## src/rtl/msb_scan_filter_pkg.sv

```systemverilog
// Shared sizing for the sorting engine: batch size, index width and element width.
package msb_scan_filter_pkg;

  localparam int ELEMENT_NUM      = 16;
  localparam int LOG2_ELEMENT_NUM = 4;
  localparam int DATA_WIDTH       = 8;
  localparam int BIT_IDX_W        = (DATA_WIDTH > 1) ? $clog2(DATA_WIDTH) : 1;

endpackage

```

## src/rtl/lowest_one_isolate.sv

```systemverilog
// Keeps only the lowest set bit of a vector; zero in gives zero out.
module lowest_one_isolate #(
  parameter int WIDTH = 16
) (
  input  logic [WIDTH-1:0] v,
  output logic [WIDTH-1:0] out
);

  // Two's-complement trick: v & -v leaves the least significant one.
  always_comb begin
    out = v & (~v + WIDTH'(1));
  end

endmodule

```

## src/rtl/msb_scan_filter.sv

```systemverilog
// Loads a batch of unsigned elements and repeatedly finds the largest remaining
// one by scanning bit columns MSB to LSB over a shrinking candidate mask. Each
// winner is presented as a one-hot select plus its value, largest first.
module msb_scan_filter
  import msb_scan_filter_pkg::*;
(
  input  logic                   clk,
  input  logic                   rst_n,
  input  logic                   in_valid,
  output logic                   in_ready,
  input  logic [DATA_WIDTH-1:0]  in_data,
  output logic                   fo_valid,
  input  logic                   fo_ready,
  output logic [ELEMENT_NUM-1:0] one_hot_FO,
  output logic [DATA_WIDTH-1:0]  fo_data,
  output logic                   fo_last,
  output logic                   busy
);

  typedef enum logic [1:0] {
    ST_LOAD    = 2'd0,
    ST_SCAN    = 2'd1,
    ST_PRESENT = 2'd2
  } state_t;

  state_t state, state_nxt;

  logic [DATA_WIDTH-1:0]       elem [ELEMENT_NUM];
  logic [LOG2_ELEMENT_NUM-1:0] wr_ptr;
  logic [LOG2_ELEMENT_NUM-1:0] out_cnt;
  logic [ELEMENT_NUM-1:0]      alive;
  logic [ELEMENT_NUM-1:0]      cand;
  logic [BIT_IDX_W-1:0]        bit_idx;

  logic [ELEMENT_NUM-1:0]      col;
  logic [ELEMENT_NUM-1:0]      final_v;
  logic [ELEMENT_NUM-1:0]      pick;
  logic [ELEMENT_NUM-1:0]      alive_next;
  logic [DATA_WIDTH-1:0]       pick_data;
  logic                        load_accept;
  logic                        last_load;
  logic                        scan_done;
  logic                        out_hs;

  assign load_accept = in_valid & in_ready;
  assign last_load   = load_accept && (wr_ptr == LOG2_ELEMENT_NUM'(ELEMENT_NUM - 1));
  assign scan_done   = (state == ST_SCAN) && (bit_idx == '0);
  assign out_hs      = fo_valid & fo_ready;
  assign alive_next  = alive & ~one_hot_FO;

  // Current bit column of every candidate, and the surviving set after this column.
  always_comb begin
    col = '0;
    for (int i = 0; i < ELEMENT_NUM; i++) begin
      col[i] = cand[i] & elem[i][bit_idx];
    end
    final_v = (col != '0) ? col : cand;
  end

  // Equal maxima survive together; taking the lowest index keeps the select one-hot.
  lowest_one_isolate #(
    .WIDTH (ELEMENT_NUM)
  ) u_tie_break (
    .v   (final_v),
    .out (pick)
  );

  // AND-OR mux of the winning element's value (pick is one-hot).
  always_comb begin
    pick_data = '0;
    for (int i = 0; i < ELEMENT_NUM; i++) begin
      pick_data = pick_data | (elem[i] & {DATA_WIDTH{pick[i]}});
    end
  end

  // State register.
  always_ff @(posedge clk or negedge rst_n) begin
    if (!rst_n) state <= ST_LOAD;
    else        state <= state_nxt;
  end

  // Next-state logic.
  always_comb begin
    state_nxt = state;
    case (state)
      ST_LOAD:    if (last_load) state_nxt = ST_SCAN;
      ST_SCAN:    if (scan_done) state_nxt = ST_PRESENT;
      ST_PRESENT: if (fo_ready)  state_nxt = fo_last ? ST_LOAD : ST_SCAN;
      default:    state_nxt = ST_LOAD;
    endcase
  end

  // Handshake and status outputs decoded from state.
  always_comb begin
    in_ready = (state == ST_LOAD);
    fo_valid = (state == ST_PRESENT);
    busy     = (state == ST_SCAN) || (state == ST_PRESENT);
  end

  // Element storage; contents are only meaningful after a full load.
  always_ff @(posedge clk) begin
    if (load_accept) elem[wr_ptr] <= in_data;
  end

  // Load pointer, alive/candidate masks, bit counter and registered results.
  always_ff @(posedge clk or negedge rst_n) begin
    if (!rst_n) begin
      wr_ptr     <= '0;
      out_cnt    <= '0;
      alive      <= '0;
      cand       <= '0;
      bit_idx    <= BIT_IDX_W'(DATA_WIDTH - 1);
      one_hot_FO <= '0;
      fo_data    <= '0;
      fo_last    <= 1'b0;
    end else begin
      case (state)
        ST_LOAD: begin
          if (load_accept) wr_ptr <= wr_ptr + LOG2_ELEMENT_NUM'(1);
          if (last_load) begin
            wr_ptr  <= '0;
            alive   <= '1;
            cand    <= '1;
            bit_idx <= BIT_IDX_W'(DATA_WIDTH - 1);
            out_cnt <= '0;
          end
        end
        ST_SCAN: begin
          cand    <= final_v;
          bit_idx <= bit_idx - BIT_IDX_W'(1);
          if (scan_done) begin
            one_hot_FO <= pick;
            fo_data    <= pick_data;
            fo_last    <= (out_cnt == LOG2_ELEMENT_NUM'(ELEMENT_NUM - 1));
          end
        end
        ST_PRESENT: begin
          if (fo_ready) begin
            out_cnt    <= out_cnt + LOG2_ELEMENT_NUM'(1);
            one_hot_FO <= '0;
            fo_last    <= 1'b0;
            bit_idx    <= BIT_IDX_W'(DATA_WIDTH - 1);
            if (fo_last) begin
              alive <= '0;
              cand  <= '0;
            end else begin
              alive <= alive_next;
              cand  <= alive_next;
            end
          end
        end
        default: ;
      endcase
    end
  end

endmodule

```

## config.mk

```make
export PLATFORM = sky130hd
export DESIGN_NAME = msb_scan_filter
export DESIGN_NICKNAME = d
export VERILOG_FILES = /design/src/rtl/msb_scan_filter_pkg.sv /design/src/rtl/lowest_one_isolate.sv /design/src/rtl/msb_scan_filter.sv
export SDC_FILE = /design/constraint.sdc
export NUM_CORES = 1
export LEC_CHECK = 0
export CAP_MARGIN = 20
export CELL_PAD_IN_SITES_DETAIL_PLACEMENT = 0
export CELL_PAD_IN_SITES_GLOBAL_PLACEMENT = 2
export CORE_MARGIN = 8
export CORE_UTILIZATION = 46
export DETAILED_ROUTE_END_ITERATION = 16
export HOLD_SLACK_MARGIN = 0.02
export PLACE_DENSITY_LB_ADDON = 0.1
export SLEW_MARGIN = 5
export SYNTH_ARGS = -nofsm -noshare
export SYNTH_HDL_FRONTEND = slang
export SYNTH_SLANG_ARGS = --single-unit
```

## constraint.sdc

```tcl
create_clock -name clk -period 7.25 [get_ports clk]
set_clock_uncertainty 0.05 [all_clocks]
set_input_delay 1.45 -clock clk [delete_from_list [all_inputs] [get_ports clk]]
set_output_delay 1.45 -clock clk [all_outputs]
set_load 0.005 [all_outputs]
```

## Word level (Yosys, flattened, before mapping)

Memories as Yosys holds them, arrays and structs flattened.
Cells that the tools add are included.

- Bitwise operators: 52
- Add/sub/neg operators: 4
- Muxes and demuxes: 59
- Order comparisons: 1
- Equal/unequal tests: 7
- Reductions and logical operators: 16

Operators by type and width:

| cell | count |
|---|---|
| 8-bit bitwise AND | 16 |
| 8-bit OR | 15 |
| 16-bit two-way mux | 6 |
| 16-bit one-hot mux with 2 select lines | 2 |
| 1-bit binary-select mux with 3-bit select | 16 |
| 16-bit one-hot mux with 3 select lines | 1 |
| 16-bit bitwise AND | 2 |
| 16-bit NOT | 2 |
| 1-bit two-way mux | 21 |
| 1-bit bitwise AND | 17 |
| 16-bit by 1-bit adder with 16-bit output (second input constant) | 1 |
| 4-bit two-way mux | 4 |
| 16-bit nonzero test | 1 |
| 3-bit AND reduction | 4 |
| 3-bit one-hot mux with 3 select lines | 1 |
| 4-bit by 1-bit adder with 4-bit output (second input constant) | 2 |
| 4-bit == test (second input constant) | 2 |
| 4-bit one-hot mux with 2 select lines | 1 |
| 2-bit two-way mux | 3 |
| 3-bit two-way mux | 2 |
| 2-bit one-hot mux with 3 select lines | 1 |
| 2-bit nonzero test | 3 |
| 3-bit by 4-bit less-than comparator with 1-bit output (second input constant) | 1 |
| 2-bit by 1-bit inequality test with 1-bit output (second input constant) | 2 |
| 11 further kinds | 13 |

- Memories: 1
- Register bits after elaboration: 70
- Bits of input ports: 12
- Logic and storage cells: 149
- Bits in writable memories: 128

Memory list:

| memory | depth | width | rd ports | clocked after memory_dff | write ports | line | source |
|---|---|---|---|---|---|---|---|
| elem | 16 | 8 | 16 | 0 | 1 | msb_scan_filter.sv:28 | `logic [DATA_WIDTH-1:0] elem [ELEMENT_NUM];` |

## Depth between registers and ports, before layout

- Depth in word-level cells: 24
- Mapped depth: 15
- Depth with buffers taken out: 11

## Hierarchy

From an unflattened synthesis, not the netlist that was laid out.

- Cells, all modules: 794
- Area, all modules: 9683.0 um^2

By module, submodules not included:

| module | sequential area each (um^2) | cells each | area an instance (um^2) | times used |
|---|---|---|---|---|
| msb_scan_filter | 5599.1 | 763 | 9446.6 | 1 |
| lowest_one_isolate | 0.0 | 31 | 236.5 | 1 |

## Worst setup path before layout

No wires, ideal clock.

- Path kind: register -> register
- From: register bit_idx[2]
- To: register fo_data[5]
- Period minus slack after synthesis: 3444 ps
- Stages on the path, launching flop included: 15
- Arrival: 3265 ps
- Setup slack: 3806 ps
- Setup time: 129 ps
- Required time: 7071 ps
- Path through: dfstp_2 -> buf_2 -> buf_4 -> buf_4 -> mux2i_1 -> a22oi_1 -> a32oi_4 -> nand3_2 -> or4_4 -> o21ai_2 -> nor2b_1 -> buf_6 -> a221oi_2 -> o21ai_1 -> o41a_1

- Cells in the longest elaborated chain, start to end: 24
- Elaborated cells between the ends (all ways): 87
- Classes of those cells: 1 x add/sub; 33 x mux; 49 x bitwise; 4 x reduce/logical

Ends and longest elaborated chain:

| element | line | source |
|---|---|---|
| start, declared | msb_scan_filter.sv:33 | `logic [BIT_IDX_W-1:0] bit_idx;` |
| start signal, assigned | msb_scan_filter.sv:112 | `bit_idx <= BIT_IDX_W'(DATA_WIDTH - 1);` |
| start signal, assigned | msb_scan_filter.sv:124 | `bit_idx <= BIT_IDX_W'(DATA_WIDTH - 1);` |
| start signal, assigned | msb_scan_filter.sv:130 | `bit_idx <= bit_idx - BIT_IDX_W'(1);` |
| 1-bit binary-select mux with 3-bit select | msb_scan_filter.sv:55 | `col[i] = cand[i] & elem[i][bit_idx];` |
| 1-bit two-way mux (implied by the code) | msb_scan_filter.sv:55 |  |
| 1-bit bitwise AND | msb_scan_filter.sv:55 |  |
| 16-bit nonzero test | msb_scan_filter.sv:57 | `final_v = (col != '0) ? col : cand;` |
| 16-bit two-way mux | msb_scan_filter.sv:57 |  |
| 16-bit NOT | lowest_one_isolate.sv:11 | `out = v & (~v + WIDTH'(1));` |
| 16-bit by 1-bit adder with 16-bit output | lowest_one_isolate.sv:11 |  |
| 16-bit bitwise AND | lowest_one_isolate.sv:11 |  |
| 8-bit bitwise AND | msb_scan_filter.sv:72 | `pick_data = pick_data \| (elem[i] & {DATA_WIDTH{pick[i]}});` |
| 8-bit OR (15 in a row) | msb_scan_filter.sv:72 |  |
| end signal, assigned | msb_scan_filter.sv:133 | `fo_data <= pick_data;` |
| end, declared | msb_scan_filter.sv:15 | `output logic [DATA_WIDTH-1:0] fo_data,` |

Parallel ways exist; a longest one is shown, timed or not. The select of a mux whose other input is x is not followed.
A chain may end at the register's enable or synchronous reset.

## Final worst setup path

- From: register bit_idx[2]
- To: register fo_data[4]

Same word-level chain as after synthesis.

==> results.md <==
* Vias in the first global route at 7004
* Largest net degree at the start of global routing at between 70 and 80
* Row Count at 53
* Critical Path RT at 7550 ps
* Power Total at 4.19 mW
* Crit path launch type: register
* Library cells used by synthesis at 87
* Initial antenna violation count at 1
* # Max-Cap Violations at 0
* Largest stage delay on the critical path at about 920 ps
* Die area at between 0.02 and 0.03 mm^2
* Mapped Area at roughly 0.0098 mm^2
* Min Tclk post-route at between 5000 and 6000 ps
* Diodes inserted at 0
* Chip Width at 162 um
* Final worst-path cycle share at about 70%
* Slowest stage cell on the critical path: nor4_2
* Syn Area/Cell at 12.3 um^2
* Unrepaired setup endpoints after global routing: no
* Post-CTS Resized at 0
* Fmax at 0.197 GHz
* Number of H-tree levels at 4
* Total negative slack at 0 ps
* Status: complete, no violations
* Initial core utilization at a little under half
* Final setup margin at ~2200 ps
* Hold-fix buffers, CTS at 0
* First-pass GRT wire length at between 40000 and 50000 um
* Yosys reg bits at around 200
* Post-Syn Nets at between 800 and 900
* Worst Tran Pin Value at between 1000 and 1500 ps
* Clock sink count at around 200
* Crit-path leading delay family: simple AND/OR/NAND/NOR gates
* Final core occ at a little over half
* Setup CP Type: register to register
* Synth Warn # at 0
* Drt wl/cell at ~27 um
* Clk_lat worst skew at ~450 ps
* Post-CTS Setup Bufs at 0
* Post-Synthesis Cells at 795
* Post-synth EDFFs at roughly 130
* Most common library cell in the layout ignoring fill and taps: edfxtp_1
* Detailed placement HPWL at 22200 um
* Total CTS buffers at 17
* WP data arrival at 5370 ps
* Root Driver: clkbuf_16
* Predominant post-synthesis flop cell: edfxtp_1
* Post-synthesis sequential area ratio at 57.3%
* Placer Congestion at a little over 0.9
* WL final at around 30000 um
* Clock Path Buffers at 2
* Number of buffers added on ports at 39
* I/O pins at 40
* Nets at between 800 and 900
* FILL cells at roughly 1800
* Congestion Overflow GR at 0
* Clock-pin slew on the worst setup and hold paths at about 80 ps
* Area Growth Syn to Fin at 12.0%
* GR Util All Layers at about a quarter
* Initial DRC Count at ~760
* Maximum net fanout on the critical path at 18
* Vias per cell at 6.38
* Final setup viols at 0
* Highest-count cells in the layout ignoring fill and taps: edfxtp_1 (128), nand2_1 (68), dfrtp_1 (67), mux2i_1 (47), nor2_1 (47)
* Core area at about 0.021 mm^2
* Crit-path cells: buf_4, mux4_2, mux2_4, a32oi_4, nand3_2, nor4_2, a21boi_0, nor3_2, a22oi_1, and3_1, a41oi_1
* Power per cell area at 383 mW/mm^2
* Drt drc at 0
* Dpl ws at roughly 2300 ps
* Final hold violation count at 0
* Worst Path Buf+Inv at 1
* Routed vias at 7038
* CTS tree: done
* Routed Antenna Nets at 0
* Die H at between 150 and 200 um
* Worst Setup End Kind: register
* Slew headroom at 22.8%
* Leak pwr at approximately 4.3 nW
* First-pass detailed-route iteration total at 6
* Ratio of cells with drive above 1 in the final layout at under 10%
* Asr flop ratio synth at between 30% and 40%
* Peak VDD IR at around 0.00017 V
* Slew Limit Fails at 0
* Worst min path class: register to register
## cells by family (layout without fill, tap and decap cells)
logic type	Yosys count	count (layout)	share of synthesized area (%)
AOI/OAI and AO/OA	229	229	18.3
xor gates and xnor gates	1	1	0.0897
adders and majority gates	11	11	1.41
buffers and inverters	69	103	3.40
DFF	198	198	57.3
muxes	59	59	7.50
and+or+nand+nor	228	228	12.0
## layout make-up
class	count	area, um^2	area share, %
well taps	275	344	3.15
clock inverters	14	181	1.66
flip-flops and latches	198	5600	51.2
inverters	25	93.8	0.858
repair buffers	46	453	4.14
multi-input cells	528	3830	35.1
clock buffers	18	429	3.93
## path summary, 6_finish.rpt
| path | startpoint | end | slack [ps] | depth (start not counted) |
|---|---|---|---|---|
| max | bit_idx[2]$_DFFE_PN1P_ | fo_data[4]$_DFFE_PN0P_ | 2180 | 11 |
| min reg2reg | alive[9]$_DFFE_PN0P_ | alive[9]$_DFFE_PN0P_ | 470 | 2 |
| max reg2reg | bit_idx[2]$_DFFE_PN1P_ | fo_data[4]$_DFFE_PN0P_ | 2180 | 11 |
| max in group asynchronous | rst_n | fo_data[6]$_DFFE_PN0P_ | 5390 | 1 |
| min | alive[9]$_DFFE_PN0P_ | alive[9]$_DFFE_PN0P_ | 470 | 2 |
| min in group asynchronous | rst_n | out_cnt[3]$_DFFE_PN0P_ | 1120 | 1 |
## metrics by stage
| step | instances | hold WS, ps | area [um^2] |
|---|---|---|---|
| 2_1_floorplan | 795 | 421 | 9760 |
| 3_3_place_gp | 1072 | 439 | 10300 |
| 3_5_place_dp | 1072 | 445 | 10300 |
| 4_1_cts | 1104 | 468 | 10900 |
| 5_1_grt | 1104 | 489 | 10900 |
| 6_report | 1104 | 472 | 10900 |
## tightest hold or removal path: stages (launching register included)
cell and delay, ps:
dfrtp_1 350, o21ai_0 80, nand2_1 60
## sequential cells by signal (all words and copies together), names as in the netlist
signal,cells
alive,16
bit_idx,3
cand,16
elem,128
fo_data,8
fo_last,1
one_hot_FO,16
out_cnt,4
state,2
wr_ptr,4
## cells in the mapped netlist (5+ instances only)
master | n | area (um^2)
edfxtp_1 | 128 | 3840
nand2_1 | 68 | 255
dfrtp_1 | 67 | 1680
mux2i_1 | 47 | 470
nor2_1 | 47 | 176
o21ai_0 | 40 | 200
a21oi_1 | 31 | 155
a22oi_1 | 26 | 195
clkbuf_1 | 26 | 97.6
inv_1 | 24 | 90.1
a22o_1 | 21 | 184
and2_1 | 21 | 131
nand3_1 | 21 | 105
and3_1 | 13 | 81.3
a221o_1 | 11 | 110
ha_1 | 11 | 138
nor3_1 | 11 | 55.1
a32o_1 | 10 | 100
a221oi_1 | 9 | 78.8
nand3b_1 | 9 | 67.6
a21o_1 | 8 | 60.1
a41oi_1 | 7 | 61.3
buf_2 | 7 | 35.0
a32oi_1 | 6 | 52.6
buf_4 | 6 | 45.0
nand2b_1 | 6 | 37.5
nor2b_1 | 6 | 37.5
a31oi_1 | 5 | 31.3
mux4_1 | 5 | 131
o31a_1 | 5 | 43.8
## where the power goes
| part | switching (mW) | leakage [nW] | total (mW) | internal [mW] |
|---|---|---|---|---|
| clock | 0.480 | 0.296 | 0.978 | 0.498 |
| sequential | 0.189 | 2.06 | 1.58 | 1.39 |
| combinational | 1.04 | 1.89 | 1.63 | 0.593 |
| total | 1.71 | 4.25 | 4.19 | 2.48 |
## routing by layer
layer | vias up | share of wire, % | GRT usage (%)
met5 | - | 0.040 | 0
met1 | 3558 | 45 | 32.4
met4 | 2 | 2.8 | 8.88
li1 | 3138 | - | -
met2 | 286 | 46 | 36.2
met3 | 54 | 6.0 | 4.05
No activity file was read; power rests on OpenSTA's default activity.
